**src/rtl/toaplan2_rom_arbiter_if.sv**
```systemverilog
// ROM arbiter bus: client CS/ADDR/OK/DOUT lanes plus
// the shared SDRAM bank slot handshake.
interface toaplan2_rom_arbiter_if #(
  parameter int CH = 4,
  parameter int AW = 22,
  parameter int DW = 32
);
  logic [CH-1:0]    CS;
  logic [CH*AW-1:0] ADDR;
  logic [CH-1:0]    OK;
  logic [CH*DW-1:0] DOUT;
  logic [AW-1:0]    BA_ADDR;
  logic             BA_RD;
  logic             BA_ACK;
  logic             BA_DOK;
  logic [15:0]      DATA_READ;
  logic             BUSY;

  modport slave (
    input  CS, ADDR, BA_ACK, BA_DOK, DATA_READ,
    output OK, DOUT, BA_ADDR, BA_RD, BUSY
  );

  modport master (
    output CS, ADDR, BA_ACK, BA_DOK, DATA_READ,
    input  OK, DOUT, BA_ADDR, BA_RD, BUSY
  );
endinterface

```
**src/rtl/toaplan2_rom_arbiter.sv**
```systemverilog
// Round-robin N-channel ROM read arbiter onto one SDRAM
// bank slot, with a single-entry tag cache per channel.
module toaplan2_rom_arbiter #(
  parameter int CH       = 4,
  parameter int AW       = 22,
  parameter int DW       = 32,
  parameter bit CACHE_EN = 1'b1
) (
  input logic CLK,
  input logic RESET,
  toaplan2_rom_arbiter_if.slave bus
);
  localparam int WN = DW / 16;
  localparam int KW = (WN > 1) ? $clog2(WN) : 1;
  localparam int GW = (CH > 1) ? $clog2(CH) : 1;
  localparam int SH = $clog2(WN);

  typedef enum logic [1:0] {IDLE, REQ, DATA} state_t;

  state_t        state_q, state_d;
  logic [GW-1:0] g_q, g_d;
  logic [GW-1:0] last_q, last_d;
  logic [AW-1:0] a_q, a_d;
  logic [AW-1:0] ba_addr_q, ba_addr_d;
  logic          ba_rd_q, ba_rd_d;
  logic          busy_q, busy_d;
  logic [KW-1:0] k_q, k_d;
  logic [DW-1:0] asm_q, asm_d, asm_w;
  logic [AW-1:0] tag_q [CH];
  logic [AW-1:0] tag_d [CH];
  logic [DW-1:0] dout_q [CH];
  logic [DW-1:0] dout_d [CH];
  logic [CH-1:0] valid_q, valid_d;
  logic [CH-1:0] ok, pend;
  logic          take;

  for (genvar i = 0; i < CH; i++) begin : g_ch
    assign ok[i] = bus.CS[i] & valid_q[i] &
                   (bus.ADDR[i*AW +: AW] == tag_q[i]);
    assign pend[i] = bus.CS[i] & ~ok[i] &
                     ~(busy_q && (g_q == GW'(i)));
    assign bus.DOUT[i*DW +: DW] = dout_q[i];
  end

  assign bus.OK      = ok;
  assign bus.BA_ADDR = ba_addr_q;
  assign bus.BA_RD   = ba_rd_q;
  assign bus.BUSY    = busy_q;

  // Slot the incoming 16-bit word into the assembly register.
  always_comb begin
    asm_w = asm_q;
    asm_w[16*k_q +: 16] = bus.DATA_READ;
  end

  // Grant, request handshake, word assembly and cache fill.
  always_comb begin : p_next
    int  idx;
    logic found;
    state_d   = state_q;
    g_d       = g_q;
    last_d    = last_q;
    a_d       = a_q;
    ba_addr_d = ba_addr_q;
    ba_rd_d   = ba_rd_q;
    busy_d    = busy_q;
    k_d       = k_q;
    asm_d     = asm_q;
    tag_d     = tag_q;
    dout_d    = dout_q;
    valid_d   = valid_q;
    take      = 1'b0;
    found     = 1'b0;
    idx       = 0;
    unique case (state_q)
      IDLE: begin
        for (int o = 1; o <= CH; o++) begin
          idx = (int'(last_q) + o) % CH;
          if (!found && pend[GW'(idx)]) begin
            found = 1'b1;
            g_d   = GW'(idx);
          end
        end
        if (found) begin
          a_d       = bus.ADDR[g_d*AW +: AW];
          ba_addr_d = a_d << SH;
          ba_rd_d   = 1'b1;
          busy_d    = 1'b1;
          k_d       = '0;
          state_d   = REQ;
        end
      end
      REQ: begin
        if (bus.BA_ACK) begin
          ba_rd_d = 1'b0;
          state_d = DATA;
          take    = bus.BA_DOK;
        end
      end
      DATA: take = bus.BA_DOK;
      default: state_d = IDLE;
    endcase
    if (take) begin
      asm_d = asm_w;
      if (k_q == KW'(WN - 1)) begin
        dout_d[g_q]  = asm_w;
        tag_d[g_q]   = a_q;
        valid_d[g_q] = 1'b1;
        last_d       = g_q;
        busy_d       = 1'b0;
        k_d          = '0;
        state_d      = IDLE;
      end else begin
        k_d = k_q + KW'(1);
      end
    end
    if (!CACHE_EN) begin
      for (int i = 0; i < CH; i++) begin
        if (!bus.CS[i]) valid_d[i] = 1'b0;
      end
    end
  end

  // State and cache registers with synchronous active-low reset.
  always_ff @(posedge CLK) begin
    if (!RESET) begin
      state_q   <= IDLE;
      g_q       <= '0;
      last_q    <= GW'(CH - 1);
      a_q       <= '0;
      ba_addr_q <= '0;
      ba_rd_q   <= 1'b0;
      busy_q    <= 1'b0;
      k_q       <= '0;
      asm_q     <= '0;
      valid_q   <= '0;
      for (int i = 0; i < CH; i++) begin
        tag_q[i]  <= '0;
        dout_q[i] <= '0;
      end
    end else begin
      state_q   <= state_d;
      g_q       <= g_d;
      last_q    <= last_d;
      a_q       <= a_d;
      ba_addr_q <= ba_addr_d;
      ba_rd_q   <= ba_rd_d;
      busy_q    <= busy_d;
      k_q       <= k_d;
      asm_q     <= asm_d;
      valid_q   <= valid_d;
      tag_q     <= tag_d;
      dout_q    <= dout_d;
    end
  end
endmodule

```
**src/flat_wrapper.sv**
```systemverilog
// flat-port wrapper written by rule: the top's interface ports become plain ports
module toaplan2_rom_arbiter_flat 
#(
  parameter int CH       = 4,
  parameter int AW       = 22,
  parameter int DW       = 32,
  parameter bit CACHE_EN = 1'b1
)
  (CLK, RESET, bus_CS, bus_ADDR, bus_BA_ACK, bus_BA_DOK, bus_DATA_READ, bus_OK, bus_DOUT, bus_BA_ADDR, bus_BA_RD, bus_BUSY);
  toaplan2_rom_arbiter_if #(.CH(CH), .AW(AW), .DW(DW)) bus_i ();
  input logic CLK;
  input logic RESET;
  input wire logic [$bits(bus_i.CS)-1:0] bus_CS;
  input wire logic [$bits(bus_i.ADDR)-1:0] bus_ADDR;
  input wire logic [$bits(bus_i.BA_ACK)-1:0] bus_BA_ACK;
  input wire logic [$bits(bus_i.BA_DOK)-1:0] bus_BA_DOK;
  input wire logic [$bits(bus_i.DATA_READ)-1:0] bus_DATA_READ;
  output wire logic [$bits(bus_i.OK)-1:0] bus_OK;
  output wire logic [$bits(bus_i.DOUT)-1:0] bus_DOUT;
  output wire logic [$bits(bus_i.BA_ADDR)-1:0] bus_BA_ADDR;
  output wire logic [$bits(bus_i.BA_RD)-1:0] bus_BA_RD;
  output wire logic [$bits(bus_i.BUSY)-1:0] bus_BUSY;
  assign bus_i.CS = bus_CS;
  assign bus_i.ADDR = bus_ADDR;
  assign bus_i.BA_ACK = bus_BA_ACK;
  assign bus_i.BA_DOK = bus_BA_DOK;
  assign bus_i.DATA_READ = bus_DATA_READ;
  assign bus_OK = bus_i.OK;
  assign bus_DOUT = bus_i.DOUT;
  assign bus_BA_ADDR = bus_i.BA_ADDR;
  assign bus_BA_RD = bus_i.BA_RD;
  assign bus_BUSY = bus_i.BUSY;
  toaplan2_rom_arbiter #(.CH(CH), .AW(AW), .DW(DW), .CACHE_EN(CACHE_EN)) u_core (.CLK(CLK), .RESET(RESET), .bus(bus_i));
endmodule
```
**config.mk**
```make
export PLATFORM = sky130hd
export DESIGN_NAME = toaplan2_rom_arbiter_flat
export DESIGN_NICKNAME = d
export VERILOG_FILES = /design/src/rtl/toaplan2_rom_arbiter_if.sv /design/src/rtl/toaplan2_rom_arbiter.sv /design/src/flat_wrapper.sv
export SDC_FILE = /design/constraint.sdc
export NUM_CORES = 1
export LEC_CHECK = 0
export BUFFER_PORTS_ARGS = -buffer_cell sky130_fd_sc_hd__buf_2
export CORE_UTILIZATION = 45
export CTS_CLUSTER_DIAMETER = 40
export DETAILED_ROUTE_END_ITERATION = 8
export GPL_TIMING_DRIVEN = 0
export PLACE_DENSITY_LB_ADDON = 0.05
export SLEW_MARGIN = 20
export SYNTH_ARGS = -nofsm -noshare
export SYNTH_HDL_FRONTEND = slang
export SYNTH_SLANG_ARGS = --single-unit
```
**constraint.sdc**
```tcl
create_clock -name CLK -period 3.85 [get_ports CLK]
set_clock_uncertainty 0.15 [all_clocks]
set_input_delay 0.1925 -clock CLK [delete_from_list [all_inputs] [get_ports CLK]]
set_output_delay 0.1925 -clock CLK [all_outputs]
set_load 0.02 [all_outputs]
```
==> impl_results.md, run 1 <==
* CP max-delay cell: or4_4
* Port bufs at 265
* Post-route ant nets at 0
* Combinational share of power at 11.9%
* Commonest cells in the netlist: nand2_1 (383), dfxtp_1 (283), o211a_1 (160)
* HPWL Detailed at 32.9 mm
* I/O Pins at 268
* Worst-path cell chain: nand2_1, or4_1, or4_4, o221ai_4, nand2_4, a32o_1, o21ai_4, and2_4, buf_8, buf_12, mux2i_1, o211ai_1
* Setup TNS at 0 ps
* Post-synth EDFFs at 0
* Layout cells sized above 1 at 21.8%
* Die W at 170 µm
* Filler cells at 2526
* Placed cell area at 14600 µm²
* Synth Flop Type: dfxtp_1
* Power Total at 0.00827 W
* Initial antenna violation count at 7
* Clk root buf: clkbuf_16
* Clk buf depth at 3
* Initial Utilization at 45.8%
* Final cell count without fillers at 2186
* Number of global-route vias before repair at 11300
* #FFs+latches synth at 283
* Sw Pwr at 0.00221 W
* Final instance area at 16700 µm²
* Vias at 11700
* Sequential share of power at 38.3%
* Cell-internal power at 0.00606 W
* VDD IR-drop max at 0.000323 V
* Placed Cells at 2047
* Area contributors post-synth: dfxtp_1 (44%), o211a_1 (13%), nand2_1 (11%)
* Largest net degree at the start of global routing at 13
* RSZ-0062 raised after global routing: no
* Class of the worst hold path: input pin to register
* Tcrit/Tclk final at 98.4%
* Leak at 8.77 nW
* Routed len/inst at 20.2 µm
* Crit path time final at 3790 ps
* Startpoint types: register
* Drt via density at 5.35
* Core area at 27900 µm²
* Post-Synthesis Cells at 1404
* Relative slew margins at 43.0%
* Worst-Margin Slew at 855 ps
* Clock Latency Late Sink at 540 ps
* Worst endpoint required time at 4120 ps
* Status: complete, no violations
* YS warnings at 0
* Seq/Total Area, Yosys at 44.4%
* Syn Area/Cell at 9.08 µm²
* Residual DRC at 0
* Drt total wl at 44.2 mm
* Num CTS Buffers at 43
* Clock Sinks at 283
* Clk pwr share at 49.9%
* CP Data Arrival Time at 4060 ps
* Share of the synthesized area in the top cell type at 44.4%
* Post-synthesis cell type count at 49
* Max FO, Critical Path at 10
* Max Cap Viol at 0
* Sw frac at 26.7%
* Number of DRC markers in iteration 0 at 753
* Slew Viols, Final at 0
* Post-Syn Area at 12800 µm²
* Row count at 61
* Final Hold Vio Count at 0
* DR pass1 iterations at 6
* Total global routing overflow at 0
* Max Freq at 264 MHz
* Ys async rst share at 0%
* Die ar. at 29000 µm²
* Worst Setup End Kind: register
* Final nets at 1889
* Top-count cell post-synth: nand2_1
* Area Overhead vs Synth at 31.0%
* Power Density at 495 nW/µm²
* Synth area leader: dfxtp_1
* Clock slew at reported path FFs at 60 ps
* WS Path Type: register to register
* Number of setup violations in the final report at 0
* Overall Global Routing Usage at 29.8%
* GP Congestion at 0.931
* CTS tree: yes
* CP peak stage delay at 590 ps
* Hold_ws at 20.8 ps
* Vert. Die Dim at 170 µm
* H-tree levels at 2
* First-pass GRT wire length at 65.3 mm
* Post-Syn Nets at 1520
power by group through the flow:
stage	combinational, W	clock (W)	sequential (W)
2_1_floorplan	0.000593	0	0.00315
3_3_place_gp	0.000904	0	0.00322
3_5_place_dp	0.000912	0	0.00322
4_1_cts	0.000963	0.00415	0.00316
5_1_grt	0.00105	0.00427	0.00317
6_report	0.000983	0.00412	0.00316
routing by layer:
metal / global-route usage (%) / up-vias / routed length, µm
met5: 0 / - / 69
met4: 13.9 / 12 / 1780
met3: 5.26 / 110 / 2490
met2: 51.1 / 406 / 21100
met1: 36.2 / 5550 / 18700
li1: - / 5614 / -
final cells by class:
class                   instances  area, µm²  area share [%]
clock buffers                  50       1140            6.84
repair buffers                324       1910            11.4
inverters                       6       22.5           0.135
flip-flops and latches        283       5670            33.9
multi-input cells             986       6480            38.8
diodes                          2       5.00          0.0300
clock inverters                28        383            2.29
well taps                     378        473            2.83
plain buffers                 129        626            3.74
cells by family after synthesis:
| kind of cell | synth area share (%) |
|---|---|
| multiplexers | 4.47 |
| XOR/XNOR | 6.04 |
| buffers and inverters | 4.97 |
| flip-flops | 44.4 |
| adder cells (fa/ha/maj) | 0.393 |
| AO/OA/AOI/OAI | 23.8 |
| other | 0.0294 |
| AND/OR/NAND/NOR | 15.8 |
metrics by stage:
step | util (%) | setup slack, ps
2_1_floorplan | - | 595
3_3_place_gp | 52.2 | -225
3_5_place_dp | 52.3 | -20.1
4_1_cts | 59.8 | 14.5
5_1_grt | 60.0 | 0.508
6_report | 60.0 | 61.7
sequential cells by signal (all words and copies together) (netlist names):
| name | cells |
|---|---|
| u_core.g_q | 2 |
| u_core.last_q | 2 |
| u_core.bus.BA_RD | 1 |
| u_core.bus.BUSY | 1 |
| u_core.state_q | 2 |
| u_core.asm_q | 32 |
| u_core.valid_q | 4 |
| u_core.a_q | 22 |
| u_core.tag_q | 88 |
| u_core.bus.DOUT | 128 |
| u_core.k_q | 1 |
cell usage in the layout, fill, tap and decap left out, drive strengths merged, types with 2 or more instances in the layout:
cell type | Yosys | layout
buf | 42 | 307
a21oi | 8 | 8
o21ba | 2 | 2
dlygate4sd3 | 0 | 57
or3 | 2 | 2
o21bai | 2 | 2
o21ai | 31 | 31
clkbuf | 87 | 139
a211oi | 3 | 3
and2 | 4 | 4
o211a | 160 | 160
o221ai | 2 | 2
nor4 | 15 | 15
nor3 | 12 | 12
a21boi | 112 | 112
o21a | 5 | 5
bufinv | 0 | 7
clkinvlp | 0 | 3
o211ai | 25 | 25
xor2 | 72 | 72
mux2i | 57 | 57
nand3 | 6 | 6
dfxtp | 283 | 283
xnor2 | 16 | 16
ha | 4 | 4
nand2 | 384 | 384
nor2b | 4 | 4
inv | 6 | 14
nor2 | 12 | 12
nand4 | 10 | 10
clkinv | 0 | 10
a22oi | 3 | 3
or4 | 4 | 4
diode | 0 | 2
and3 | 23 | 23
worst paths after layout:
check	end	cells past startpoint	slack (ps)	from
setup reg to reg	u_core.a_q[4]$_SDFFE_PN0P_	12	60	u_core.valid_q[0]$_SDFFE_PN0P_
hold reg to reg	u_core.tag_q[70]$_SDFFE_PN0P_	2	320	u_core.tag_q[70]$_SDFFE_PN0P_
hold / removal	u_core.a_q[1]$_SDFFE_PN0P_	4	20	bus_ADDR[67]
setup / recovery	u_core.a_q[4]$_SDFFE_PN0P_	12	60	u_core.valid_q[0]$_SDFFE_PN0P_
worst max-delay path, delay by kind of cell (launching register included):
kind | cells | cell delay, ps
DFF | 1 | 380
AOI/OAI and AO/OA | 4 | 940
and+or+nand+nor | 5 | 1570
buffers and inverters | 2 | 290
muxes | 1 | 320
timing repair:
action | CTS | global route
setup endpoints to repair | 8 | 32
setup buffers | 0 | 2
endpoints found under the hold margin | 26 | 0
gates cloned | 0 | 0
pin swaps | 0 | 1
hold buffers | 57 | 0
resized for setup | 2 | 19
No activity file was read; power rests on OpenSTA's default activity.
==> run 2, diff against run 1 <==
- SLEW_MARGIN: 20 -> unset
- clock period: 3.85 -> 3.49 ns (I/O delays scaled with it)
==> impl_results.md, run 2 (synthesis results as in run 1) <==
* Status: finished with violations
* Failing checks: setup timing
* Clock slew at reported path FFs at 60 ps
* Hold path depth at 4
* Worst-Margin Slew at 745 ps
* Worst-path cell chain: dlygate4sd3_1, xor2_2, or4_1, or4_4, o221ai_4, nand2_4, a32o_2, o21ai_4, and2_4, buf_12, buf_12, mux2i_4, o211ai_1
* Largest net degree at the start of global routing at 13
* Most common cell after layout, fill and taps aside: nand2_1
* Clk root buf: clkbuf_16
* CP peak stage delay at 640 ps
* Startpoint types: input pin
* DR pass1 iterations at 5
* Final nets at 1909
* CTS tree: yes
* Setup TNS at -355 ps
* Pre-CTS WS at -718 ps
* Number of global-route vias before repair at 11400
* First-pass GRT wire length at 66.9 mm
* Sequential share of power at 38.8%
* Slew Viols, Final at 0
* Crit path time final at 3540 ps
* Worst Setup End Kind: register
* Cell count of the worst reg-to-reg path at 12
* Initial antenna violation count at 9
* Multi-input logic area at 6700 µm²
* Leak at 8.88 nW
* Clk pwr share at 47.7%
* Number of setup violations in the final report at 13
* Clk buf depth at 3
* Clock Sinks at 283
* H-tree levels at 2
* Area Overhead vs Synth at 34.2%
* CP max-delay cell: dlygate4sd3_1
* Vert. Die Dim at 170 µm
* Row count at 61
* Placed Cells at 2047
* Total global routing overflow at 0
* Hold_sp: bus_ADDR[77]
* Cell-internal power at 0.00658 W
* Relative slew margins at 50.3%
* Class of the worst hold path: input pin to register
* Placed cell area at 14600 µm²
* Die W at 170 µm
* Max Freq at 282 MHz
* Max reg flops at 128
* Number of DRC markers in iteration 0 at 810
* Overall Global Routing Usage at 30.6%
* Final Hold Vio Count at 0
* Port bufs at 265
* HPWL Detailed at 33.0 mm
* Num CTS Buffers at 42
* Max Cap Viol at 0
* RSZ-0062 raised after global routing: yes
* GP Congestion at 0.931
* Drt total wl at 45.0 mm
* Cell family with most CP delay: simple AND/OR/NAND/NOR gates
* Seq. cell area at 5670 µm²
* VDD IR-drop max at 0.000380 V
* Sw Pwr at 0.00244 W
* Commonest cells after routing, fill and taps aside: nand2_1 (381), dfxtp_1 (279), buf_2 (265)
* Clock Latency Late Sink at 540 ps
* I/O Pins at 268
* Power Total at 0.00902 W
* Slack of the worst reg-to-reg path at -50 ps
* Max FO, Critical Path at 10
* CP Data Arrival Time at 3800 ps
* Core area at 27900 µm²
* Die ar. at 29000 µm²
* Hold endpoint: u_core.a_q[11]$_SDFFE_PN0P_
* WS Path Type: input pin to register
* Sw frac at 27.1%
* Routed len/inst at 20.4 µm
* Power Density at 527 nW/µm²
* Residual DRC at 0
* Final cell count without fillers at 2207
* Filler cells at 2503
* Combinational share of power at 13.6%
* Post-route ant nets at 0
* Drt via density at 5.36
* FF-to-FF Start: u_core.tag_q[78]$_SDFFE_PN0P_
* FF-to-FF End: u_core.a_q[3]$_SDFFE_PN0P_
* Tcrit/Tclk final at 101%
* Initial Utilization at 45.8%
* Layout cells sized above 1 at 23.8%
* Worst endpoint required time at 3750 ps
* Worst Path Buf+Inv at 3
* Final WS setup at -51.9 ps
* Vias at 11800
* CP most frequent cell: buf_12
* Final instance area at 17100 µm²
==> run 2: cell types whose count changed in the layout (fill, tap and decap cells not counted), moves of 7 or more <==
cell and delta:
dlygate4sd3_1 +14, mux2i_4 +12, o21ai_1 +16, o21ai_0 -16, buf_4 +7, mux2i_1 -12
clkbuf_1 -7
==> run 2: tightest hold or removal path, stage by stage <==
cell      delay [ps]
buf_2            130
and3_1           160
o21ai_1          100
o211ai_1          90
==> run 2: worst max-delay path by stage <==
| stage | from | end | cells past startpoint |
|---|---|---|---|
| after CTS | u_core.tag_q[78]$_SDFFE_PN0P_ | u_core.a_q[8]$_SDFFE_PN0P_ | 12 |
| final | bus_ADDR[15] | u_core.a_q[3]$_SDFFE_PN0P_ | 13 |
| after global placement | u_core.state_q[0]$_SDFF_PN0_ | u_core.bus.DOUT[59]$_SDFFE_PN0P_ | 9 |
| after detailed placement | u_core.state_q[0]$_SDFF_PN0_ | u_core.bus.DOUT[59]$_SDFFE_PN0P_ | 9 |
| after floorplan | u_core.tag_q[69]$_SDFFE_PN0P_ | u_core.a_q[10]$_SDFFE_PN0P_ | 12 |
| after global routing | u_core.tag_q[69]$_SDFFE_PN0P_ | u_core.a_q[3]$_SDFFE_PN0P_ | 12 |
==> run 2: timing repair <==
action	in CTS	in global routing
gates resized for setup	65	40
setup buffers	6	2
hold endpoints to repair	26	0
hold buffers	71	0
cloned	2	0
endpoints found under the setup margin	102	91
pin swaps	9	12
==> run 2: metrics by stage <==
| step | util [%] | hold slack [ps] |
|---|---|---|
| after floorplan | - | 237 |
| after global placement | 52.2 | 311 |
| after detailed placement | 52.2 | 319 |
| after CTS | 61.0 | 6.54 |
| after global routing | 61.4 | 31.1 |
| final | 61.4 | 4.32 |
==> run 2: area by class of cell <==
class | count | share of cell area, %
tap | 378 | 2.76
buffer | 129 | 3.90
sequential | 283 | 33.1
antenna | 3 | 0.0439
clock buffer | 53 | 6.62
clock inverter | 24 | 1.79
inverter | 6 | 0.132
timing repair buffer | 345 | 12.5
multi-input combinational | 986 | 39.1
==> run 2: power by group through the flow <==
stage	Clock (W)	Sequential [W]	Combinational, W
2_1_floorplan	0	0.00348	0.000654
3_3_place_gp	0	0.00356	0.000997
3_5_place_dp	0	0.00356	0.00100
4_1_cts	0.00434	0.00349	0.00118
5_1_grt	0.00448	0.00350	0.00130
6_report	0.00430	0.00350	0.00122
==> run 2: per-layer routing <==
metal	GRT usage (%)	vias to the layer above	share of wire, %
met5	0	-	0.14
met4	13.6	12	3.9
met3	5.74	103	6.2
met2	52.6	413	49
met1	37.0	5640	41
li1	-	5666	-
==> run 3, diff against run 2 <==
- ABC_AREA: unset -> 1
==> impl_results.md, run 3 <==
* Post-Syn Area at 13300 µm²
* Startpoint types: register
* Post-CTS Setup Repair Bufs at 0
* Leak at 8.04 nW
* YS warnings at 0
* Top-count cell post-synth: nand2_1
* Power Density at 600 nW/µm²
* Vert. Die Dim at 174 µm
* RSZ-0062 raised after global routing: yes
* Clk root buf: clkbuf_16
* Num CTS Buffers at 42
* Cell count of the worst reg-to-reg path at 20
* Relative slew margins at 20.5%
* Drt total wl at 49.4 mm
* Area contributors post-synth: dfxtp_1 (43%), nand2_1 (13%), a21oi_1 (8.9%)
* Total global routing overflow at 0
* Hold endpoint: u_core.a_q[12]$_SDFFE_PN0P_
* Crit path time final at 3330 ps
* CP most frequent cell: nand2_1
* Area Overhead vs Synth at 26.9%
* Final Hold Vio Count at 0
* CTS tree: yes
* Initial Utilization at 46.0%
* VDD IR-drop max at 0.000360 V
* Overall Global Routing Usage at 31.9%
* Seq/Total Area, Yosys at 42.7%
* Core area at 28900 µm²
* Die W at 174 µm
* Tcrit/Tclk final at 95.5%
* Clock slew at reported path FFs at 60 ps
* CP Data Arrival Time at 3610 ps
* Final nets at 2461
* Max Cap Viol at 0
* Clock Sinks at 283
* Slew Viols, Final at 0
* Routed len/inst at 17.9 µm
* Post-Synthesis Cells at 2010
* Slack of the worst reg-to-reg path at 160 ps
* Class of the worst hold path: input pin to register
* Synth area leader: dfxtp_1
* H-tree levels at 2
* Max Freq at 300 MHz
* Syn Area/Cell at 6.60 µm²
* Clock Latency Late Sink at 530 ps
* CP max-delay cell: dfxtp_1
* Commonest cells after routing, fill and taps aside: nand2_1 (454), buf_2 (286), dfxtp_1 (283)
* Worst-Margin Slew at 1180 ps
* Max FO, Critical Path at 10
* WS Path Type: register to register
* Drt via density at 5.20
* Port bufs at 266
* Vias at 14400
* Post-Syn Nets at 2126
* Share of the synthesized area in the top cell type at 42.7%
* Layout cells sized above 1 at 17.0%
* HPWL Detailed at 37.7 mm
* Post-synthesis cell type count at 34
* FF-to-FF Start: u_core.tag_q[6]$_SDFFE_PN0P_
* Setup TNS at 0 ps
* Initial antenna violation count at 2
* Max reg flops at 128
* DR pass1 iterations at 5
* Worst endpoint required time at 3770 ps
* Clk buf depth at 3
* Commonest cells in the netlist: nand2_1 (454), dfxtp_1 (283), inv_1 (243)
* CP peak stage delay at 350 ps
* Die ar. at 30200 µm²
* Post-synth EDFFs at 0
* Row count at 62
* Ys async rst share at 0%
* Worst-path cell chain: inv_1, nand2_1, nand2_1, nor2_1, nand2_1, nor2_1, nand3_1, nand3_1, nand2_1, nand2_1, nand2_2, nor3_4, nand3_1, nand2_2, inv_2, buf_2, nand3_1, nand3_1, nand2_1, inv_1
* #FFs+latches synth at 283
* GP Congestion at 0.972
* Final cell count without fillers at 2763
* Placed Cells at 2660
* Synth Flop Type: dfxtp_1
* Number of setup violations in the final report at 0
* First-pass GRT wire length at 74.2 mm
* Status: complete, no violations
* Largest net degree at the start of global routing at 14
* Post-route ant nets at 0
* I/O Pins at 268
* Power Total at 0.0101 W
* Number of global-route vias before repair at 13300
* FF-to-FF End: u_core.a_q[18]$_SDFFE_PN0P_
* Hold_sp: bus_ADDR[78]
* Hold path depth at 7
* Residual DRC at 0
* Worst Setup End Kind: register
* Number of DRC markers in iteration 0 at 1215
* Most common cell after layout, fill and taps aside: nand2_1
-- run 3: final cells by class --
type	instances	area, µm²
clock buffer	52	1150
sequential	283	5670
multi-input combinational	1340	6050
inverter	251	942
antenna	2	5.00
clock inverter	24	334
fill	2885	12000
buffer	136	634
tap	384	480
timing repair buffer	291	1580
-- run 3: how the worst max path moves through the flow --
| stage | startpoint | end | slack (ps) | cells after the start |
|---|---|---|---|---|
| finish | u_core.tag_q[6]$_SDFFE_PN0P_ | u_core.a_q[18]$_SDFFE_PN0P_ | 160 | 20 |
| global route | u_core.tag_q[6]$_SDFFE_PN0P_ | u_core.a_q[18]$_SDFFE_PN0P_ | -50 | 20 |
| CTS | u_core.state_q[0]$_SDFF_PN0_ | u_core.tag_q[26]$_SDFFE_PN0P_ | 180 | 11 |
| detailed placement | u_core.state_q[0]$_SDFF_PN0_ | u_core.bus.DOUT[56]$_SDFFE_PN0P_ | -90 | 12 |
| global placement | u_core.state_q[0]$_SDFF_PN0_ | u_core.bus.DOUT[56]$_SDFFE_PN0P_ | -80 | 12 |
| floorplan | u_core.state_q[0]$_SDFF_PN0_ | u_core.bus.DOUT[54]$_SDFFE_PN0P_ | 1000 | 12 |
-- run 3: cells by family after synthesis --
logic type / after synthesis / share of synthesized area, %
and+or+nand+nor: 877 / 27.2
AOI/OAI and AO/OA: 446 / 17.0
buffers and inverters: 387 / 11.9
DFF: 283 / 42.7
xor gates and xnor gates: 11 / 0.726
adders and majority gates: 4 / 0.377
other: 1 / 0.0283
muxes: 1 / 0.0849
-- run 3: critical path: cells and delay by family, from the launching register on --
family | cells | cell delay, ps
AND/OR/NAND/NOR | 16 | 2360
buffers and inverters | 4 | 360
flip-flops | 1 | 350
-- run 3: timing repair --
action | 4_1_cts | 5_1_grt
gates resized for setup | 2 | 4
hold endpoints to repair | 23 | 0
endpoints found under the setup margin | 11 | 52
hold buffers | 25 | 0
-- run 3: power by group --
| part | switching (W) | internal [W] |
|---|---|---|
| Clock | 0.00157 | 0.00287 |
| Combinational | 0.00147 | 0.000662 |
| Sequential | 0.000137 | 0.00339 |
-- run 3: routing by layer --
layer  part of all wire [%]  track usage [%]  up-vias
met3                    6.5             5.18      124
met2                     48             54.2      580
met1                     41             38.8     6582
li1                       -                -     7081
met4                    5.2             16.1        0
met5                      0                0        -
-- run 3: stage by stage --
stage / utilization, % / hold WS (ps) / cell area (µm²) / worst slack (ps)
after global placement: 52.3 / 287 / 15100 / -80.3
after floorplan: - / 274 / 13300 / 1000
after global routing: 58.3 / 36.9 / 16800 / -51.9
after CTS: 58.3 / 0.149 / 16800 / 180
final: 58.4 / 5.22 / 16800 / 158
after detailed placement: 52.3 / 294 / 15100 / -94.4
